File: config.mk
export PLATFORM = sky130hd
export DESIGN_NAME = rvfi_unique_multi_check
export DESIGN_NICKNAME = d
export VERILOG_FILES = /design/src/rtl/rvfi_unique_multi_check.sv
export SDC_FILE = /design/constraint.sdc
export NUM_CORES = 1
export LEC_CHECK = 0
export CAP_MARGIN = 20
export CORE_MARGIN = 2
export CORE_UTILIZATION = 50
export DETAILED_ROUTE_END_ITERATION = 12
export HOLD_SLACK_MARGIN = 0.12
export MAX_ROUTING_LAYER = met4
export PLACE_DENSITY = 0.67
export SLEW_MARGIN = 5
export SYNTH_ARGS = -nofsm -noshare
export SYNTH_HDL_FRONTEND = slang
export SYNTH_SLANG_ARGS = --single-unit
File: constraint.sdc
create_clock -name clock -period 6.5 [get_ports clock]
set_input_delay 0.975 -clock clock [delete_from_list [all_inputs] [get_ports clock]]
set_output_delay 0.975 -clock clock [all_outputs]
set_load 0.02 [all_outputs]
File: src/rtl/rvfi_unique_multi_check.sv
// rvfi_unique_multi_check: flags any rvfi_order retiring more than once among up to DEPTH tracked orders.
// Define RVFI_UNIQUE_ROLLBACK_EN for rollback ports; FORMAL enables the assume/assert properties.
module rvfi_unique_multi_check #(
   parameter int NRET    = 1,
   parameter int DEPTH   = 4,
   parameter int ORDER_W = 64,
   parameter int TRIG_CH = 0
) (
   input  logic                                        clock,
   input  logic                                        reset,
   input  logic                                        trig,
   input  logic                                        check,
   input  logic [NRET-1:0]                             rvfi_valid,
   input  logic [ORDER_W*NRET-1:0]                     rvfi_order,
`ifdef RVFI_UNIQUE_ROLLBACK_EN
   input  logic                                        rvfi_rollback_valid,
   input  logic [ORDER_W-1:0]                          rvfi_rollback_order,
`endif
   output logic [$clog2(DEPTH+1)-1:0]                  occupancy,
   output logic                                        full,
   output logic                                        dup_err,
   output logic [(DEPTH > 1 ? $clog2(DEPTH) : 1)-1:0]  dup_slot
);
   localparam int OCC_W  = $clog2(DEPTH+1);
   localparam int SLOT_W = DEPTH > 1 ? $clog2(DEPTH) : 1;

   logic [DEPTH-1:0]   slot_vld_q, slot_vld_d, slot_seen_q, slot_seen_d;
   logic [ORDER_W-1:0] slot_order_q [DEPTH];
   logic [ORDER_W-1:0] slot_order_d [DEPTH];
   logic               dup_err_q, dup_err_d;
   logic [SLOT_W-1:0]  dup_slot_q, dup_slot_d;
   logic [DEPTH-1:0]   rb_kill, live, hit;
   logic [ORDER_W-1:0] trig_order;
   logic               held, other, placed;

   assign trig_order = rvfi_order[ORDER_W*TRIG_CH +: ORDER_W];

   always_comb begin
      for (int i = 0; i < DEPTH; i++) begin
`ifdef RVFI_UNIQUE_ROLLBACK_EN
         rb_kill[i] = rvfi_rollback_valid && slot_order_q[i] >= rvfi_rollback_order;
`else
         rb_kill[i] = 1'b0;
`endif
      end
   end

   // Rollback invalidates first, so matches and capture only see the surviving slots.
   always_comb begin
      live         = slot_vld_q & ~rb_kill;
      hit          = slot_vld_q & slot_seen_q;
      slot_vld_d   = live;
      slot_seen_d  = slot_seen_q & ~rb_kill;
      slot_order_d = slot_order_q;
      held         = 1'b0;
      other        = 1'b0;
      placed       = 1'b0;
      dup_err_d    = dup_err_q | (check & |hit);
      dup_slot_d   = dup_slot_q;
      for (int c = 0; c < NRET; c++)
         if (c != TRIG_CH && rvfi_valid[c] && rvfi_order[ORDER_W*c +: ORDER_W] == trig_order) other = 1'b1;
      for (int i = 0; i < DEPTH; i++) begin
         for (int c = 0; c < NRET; c++)
            if (live[i] && rvfi_valid[c] && rvfi_order[ORDER_W*c +: ORDER_W] == slot_order_q[i])
               slot_seen_d[i] = 1'b1;
         if (live[i] && slot_order_q[i] == trig_order) held = 1'b1;
      end
      for (int i = 0; i < DEPTH; i++)
         if (trig && rvfi_valid[TRIG_CH] && !held && !placed && !live[i]) begin
            placed          = 1'b1;
            slot_vld_d[i]   = 1'b1;
            slot_order_d[i] = trig_order;
            slot_seen_d[i]  = other;
         end
      for (int i = DEPTH - 1; i >= 0; i--)
         if (!dup_err_q && check && hit[i]) dup_slot_d = SLOT_W'(i);
   end

   always_ff @(posedge clock) begin
      if (reset) begin
         slot_vld_q   <= '0;
         slot_seen_q  <= '0;
         slot_order_q <= '{default: '0};
         dup_err_q    <= 1'b0;
         dup_slot_q   <= '0;
      end else begin
         slot_vld_q   <= slot_vld_d;
         slot_seen_q  <= slot_seen_d;
         slot_order_q <= slot_order_d;
         dup_err_q    <= dup_err_d;
         dup_slot_q   <= dup_slot_d;
      end
   end

   always_comb begin
      occupancy = '0;
      for (int i = 0; i < DEPTH; i++) occupancy = occupancy + OCC_W'(slot_vld_q[i]);
   end

   assign full     = occupancy == OCC_W'(DEPTH);
   assign dup_err  = dup_err_q;
   assign dup_slot = dup_slot_q;

`ifdef FORMAL
   always_comb begin
      if (!reset) begin
         if (trig) assume (rvfi_valid[TRIG_CH]);
         if (trig && rvfi_valid[TRIG_CH]) assume (!full || held);
         for (int i = 0; i < DEPTH; i++) assert (!(check && slot_vld_q[i] && slot_seen_q[i]));
      end
   end
`endif
endmodule

==> metrics.md <==
| Metric | Value |
|---|---|
| Fillers | 2,417 |
| Area Overhead vs Synth | 12.7% |
| Max Root-Sink Buffers | 3 |
| DRC errors left | 0 |
| GP Congestion | 1.01 |
| Reg2reg setup slack | 2370 ps |
| Met2 Resource Use GR | 45.7% |
| CP arrival | 5260 ps |
| Row Count | 60 |
| Die X-Extent | 170 um |
| Largest net degree at the start of global routing | 185 |
| DIE HEIGHT | 170 um |
| Startpoint types | input pin |
| Via count | 9,986 |
| H-tree levels | 1 |
| Io pins | 76 |
| Period minus WS final | 4840 ps |
| Max IR drop VDD | 0.173 mV |
| Register area share after synthesis | 38.8% |
| Synth unique cells | 45 |
| Tightest Pin Transition | 999 ps |
| Post-synth top area share | 38.8% |
| Primary FF master, synth | dfxtp_1 |
| Nets | 1,489 |
| Detailed-placement wirelength estimate | 31.3 mm |
| Gate Count Post-Synth | 1,408 |
| DR iter-0 viols | 1,024 |
| Final core utilization | 57.4% |
| Clock root cell | clkbuf_16 |
| Count of final max-slew check failures | 0 |
| Sink Count | 267 |
| Post-route ant nets | 0 |
| Achievable clock frequency | 0.207 GHz |
| Worst path required time | 6920 ps |
| Post-synth top cells | nand2b_1 (336), dfxtp_1 (267), mux2i_1 (256), xnor2_1 (131), clkbuf_1 (76) |
| Asr flop ratio synth | 0% |
| Pwr/cell area | 243 nW/um2 |
| Cell Area, Placed | 14,600 um2 |
| Leak | 6.46 nW |
| GR met1 Demand/Resource | 41.2% |
| Final period utilization | 74.4% |
| Mapped Area | 13,800 um2 |
| Initial Util | 50.9% |
| Global-route wire length before repair | 63.2 mm |
| Worst-path clk slew | 60 ps |
| Endpoint, Worst Hold | dup_err$_SDFF_PP0_ |
| Setup TNS | 0 ps |
| Post-CTS sizing | 0 |
| Proportion of layout cells with a drive suffix above 1 | 4.66% |
| R2R cell count | 9 |
| RSZ-0062 raised after global routing | false |
| Crit path max fanout | 41 |
| Vias in the first global route | 9,775 |
| Max Cap Viol | 0 |
| Count leader, synth | nand2b_1 |
| Synthesized flop and latch total | 267 |
| Final WL | 42.6 mm |
| Final Cell Area | 15,500 um2 |
| Slew headroom | 32.8% |
| Top Usage Layer GRT | met2 |
| Worst-Skew Late Latency | 550 ps |
| Initial antenna violation count | 1 |
| WL per Instance | 23.9 um |
| CTS tree | done |
| Worst Skew | 19.0 ps |
| Cells on Worst Hold Path | 2 |
| GR Util met3 | 5.53% |
| Cts hold-fix bufs | 0 |
| Final hold vios | 0 |
| Mean post-synth cell area | 9.78 um2 |
| DR vias/cell | 5.61 |
| Setup Crit Path Kind | input pin to flip-flop |
| Top post-synthesis cells by area | dfxtp_1 (39%), mux2i_1 (19%), nand2b_1 (15%) |
| Number of synthesized flops with an enable pin | 0 |
| GRT overflow | 0 |
| Die area | 28,900 um2 |
| CP Capture Type | flip-flop |
| Syn Nets | 1,480 |
| Final setup viols | 0 |
| Dominant cell type by area after synthesis | dfxtp_1 |
| Yosys warns | 0 |
| R2R Path End | slot_order_q[137]$_SDFFE_PP0P_ |
| CORE AREA | 27,000 um2 |
| Overall Global Routing Usage | 30.4% |
| Hold Crit Start | dup_err$_SDFF_PP0_ |
| Reg2Reg Launch Point | slot_order_q[200]$_SDFFE_PP0P_ |
| Detailed Routing Iterations Pass 1 | 5 |
| Post-CTS Setup Inserts | 0 |
| # port buffers | 75 |
| Outcome | finished clean |
| Worst Hold Class | flip-flop to flip-flop |
| Inserted Clock Buffers | 29 |
## cell type report
type	instances	area, um2	share of cell area, %
Antenna cell	1	2.50	0.0161
Clock buffer	39	813	5.24
Clock inverter	12	140	0.904
Inverter	56	210	1.36
Multi-Input combinational cell	978	7690	49.6
Sequential cell	267	5350	34.5
Tap cell	341	427	2.75
Timing Repair Buffer	85	877	5.66
## stage by stage
stage	worst slack, ps	total power, W	hold WS [ps]	std cells
CTS	1840	0.00379	464	1778
floorplan	3200	0.00196	449	1408
finish	1660	0.00377	461	1779
detailed placement	1300	0.00212	454	1727
global route	1550	0.00387	489	1779
global placement	1320	0.00212	454	1727
## registers in the layout (all words and copies together) (netlist names)
| name | flops |
|---|---|
| dup_err | 1 |
| dup_slot | 2 |
| live | 4 |
| slot_order_q | 256 |
| slot_seen_q | 4 |
## worst max-delay path by stage
| stage | startpoint | to |
|---|---|---|
| 2_1_floorplan | live[0]$_SDFFE_PP0P_ | full |
| 3_3_place_gp | rvfi_order[63] | slot_order_q[136]$_SDFFE_PP0P_ |
| 3_5_place_dp | rvfi_order[63] | slot_order_q[142]$_SDFFE_PP0P_ |
| 4_1_cts | rvfi_order[63] | slot_order_q[142]$_SDFFE_PP0P_ |
| 5_1_grt | rvfi_order[63] | slot_order_q[130]$_SDFFE_PP0P_ |
| 6_report | rvfi_order[63] | slot_order_q[137]$_SDFFE_PP0P_ |
## logic make-up after synthesis
logic type / after synthesis / synth area share, %
compound gates: 78 / 4.30
xor+xnor: 190 / 12.1
fa+ha+maj: 3 / 0.327
buf+inv: 163 / 5.56
flops: 267 / 38.8
mux: 256 / 18.6
simple gates: 451 / 20.3
## worst max-delay path, cell delays in order
cell and delay (ps):
clkdlybuf4s50_1 560, xnor2_1 470, nand4_1 150, nor4_1 740, nand3_1 300, nor4_1 640
nor3_2 280, and4_4 540, buf_4 400, mux2i_1 170
## layer usage
layer  vias up  wire length, um  part of all wire, %
met5         -                0                    0
met4         0             1590                  3.7
met3        80             2670                  6.3
met2       312            18700                   44
met1      4854            19600                   46
li1       4740                -                    -
## cell usage in the layout, fill, tap and decap left out, drive strengths merged, types with 3 or more instances in the layout
master	netlist	layout
clkbuf	76	39
nor2	5	5
inv	56	56
xor2	59	59
a22o	9	9
buf	31	11
clkdlybuf4s50	0	74
dfxtp	267	267
mux2i	256	256
nor2b	6	6
nand2	10	10
o21ai	4	4
o2bb2ai	11	11
bufinv	0	3
a221oi	4	4
o2111ai	8	8
nor4	31	31
nand4	38	38
a21oi	9	9
a2111oi	4	4
nor3	9	9
nand3	11	11
xnor2	131	131
o221ai	4	4
o22ai	16	16
clkinv	0	7
nand2b	336	336
## power by group
| group | switching (W) | internal (W) |
|---|---|---|
| clock network | 0.000685 | 0.000990 |
| registers | 0.0000236 | 0.00167 |
| logic | 0.000234 | 0.000167 |
| total | 0.000942 | 0.00282 |
No activity file was read; power rests on OpenSTA's default activity.
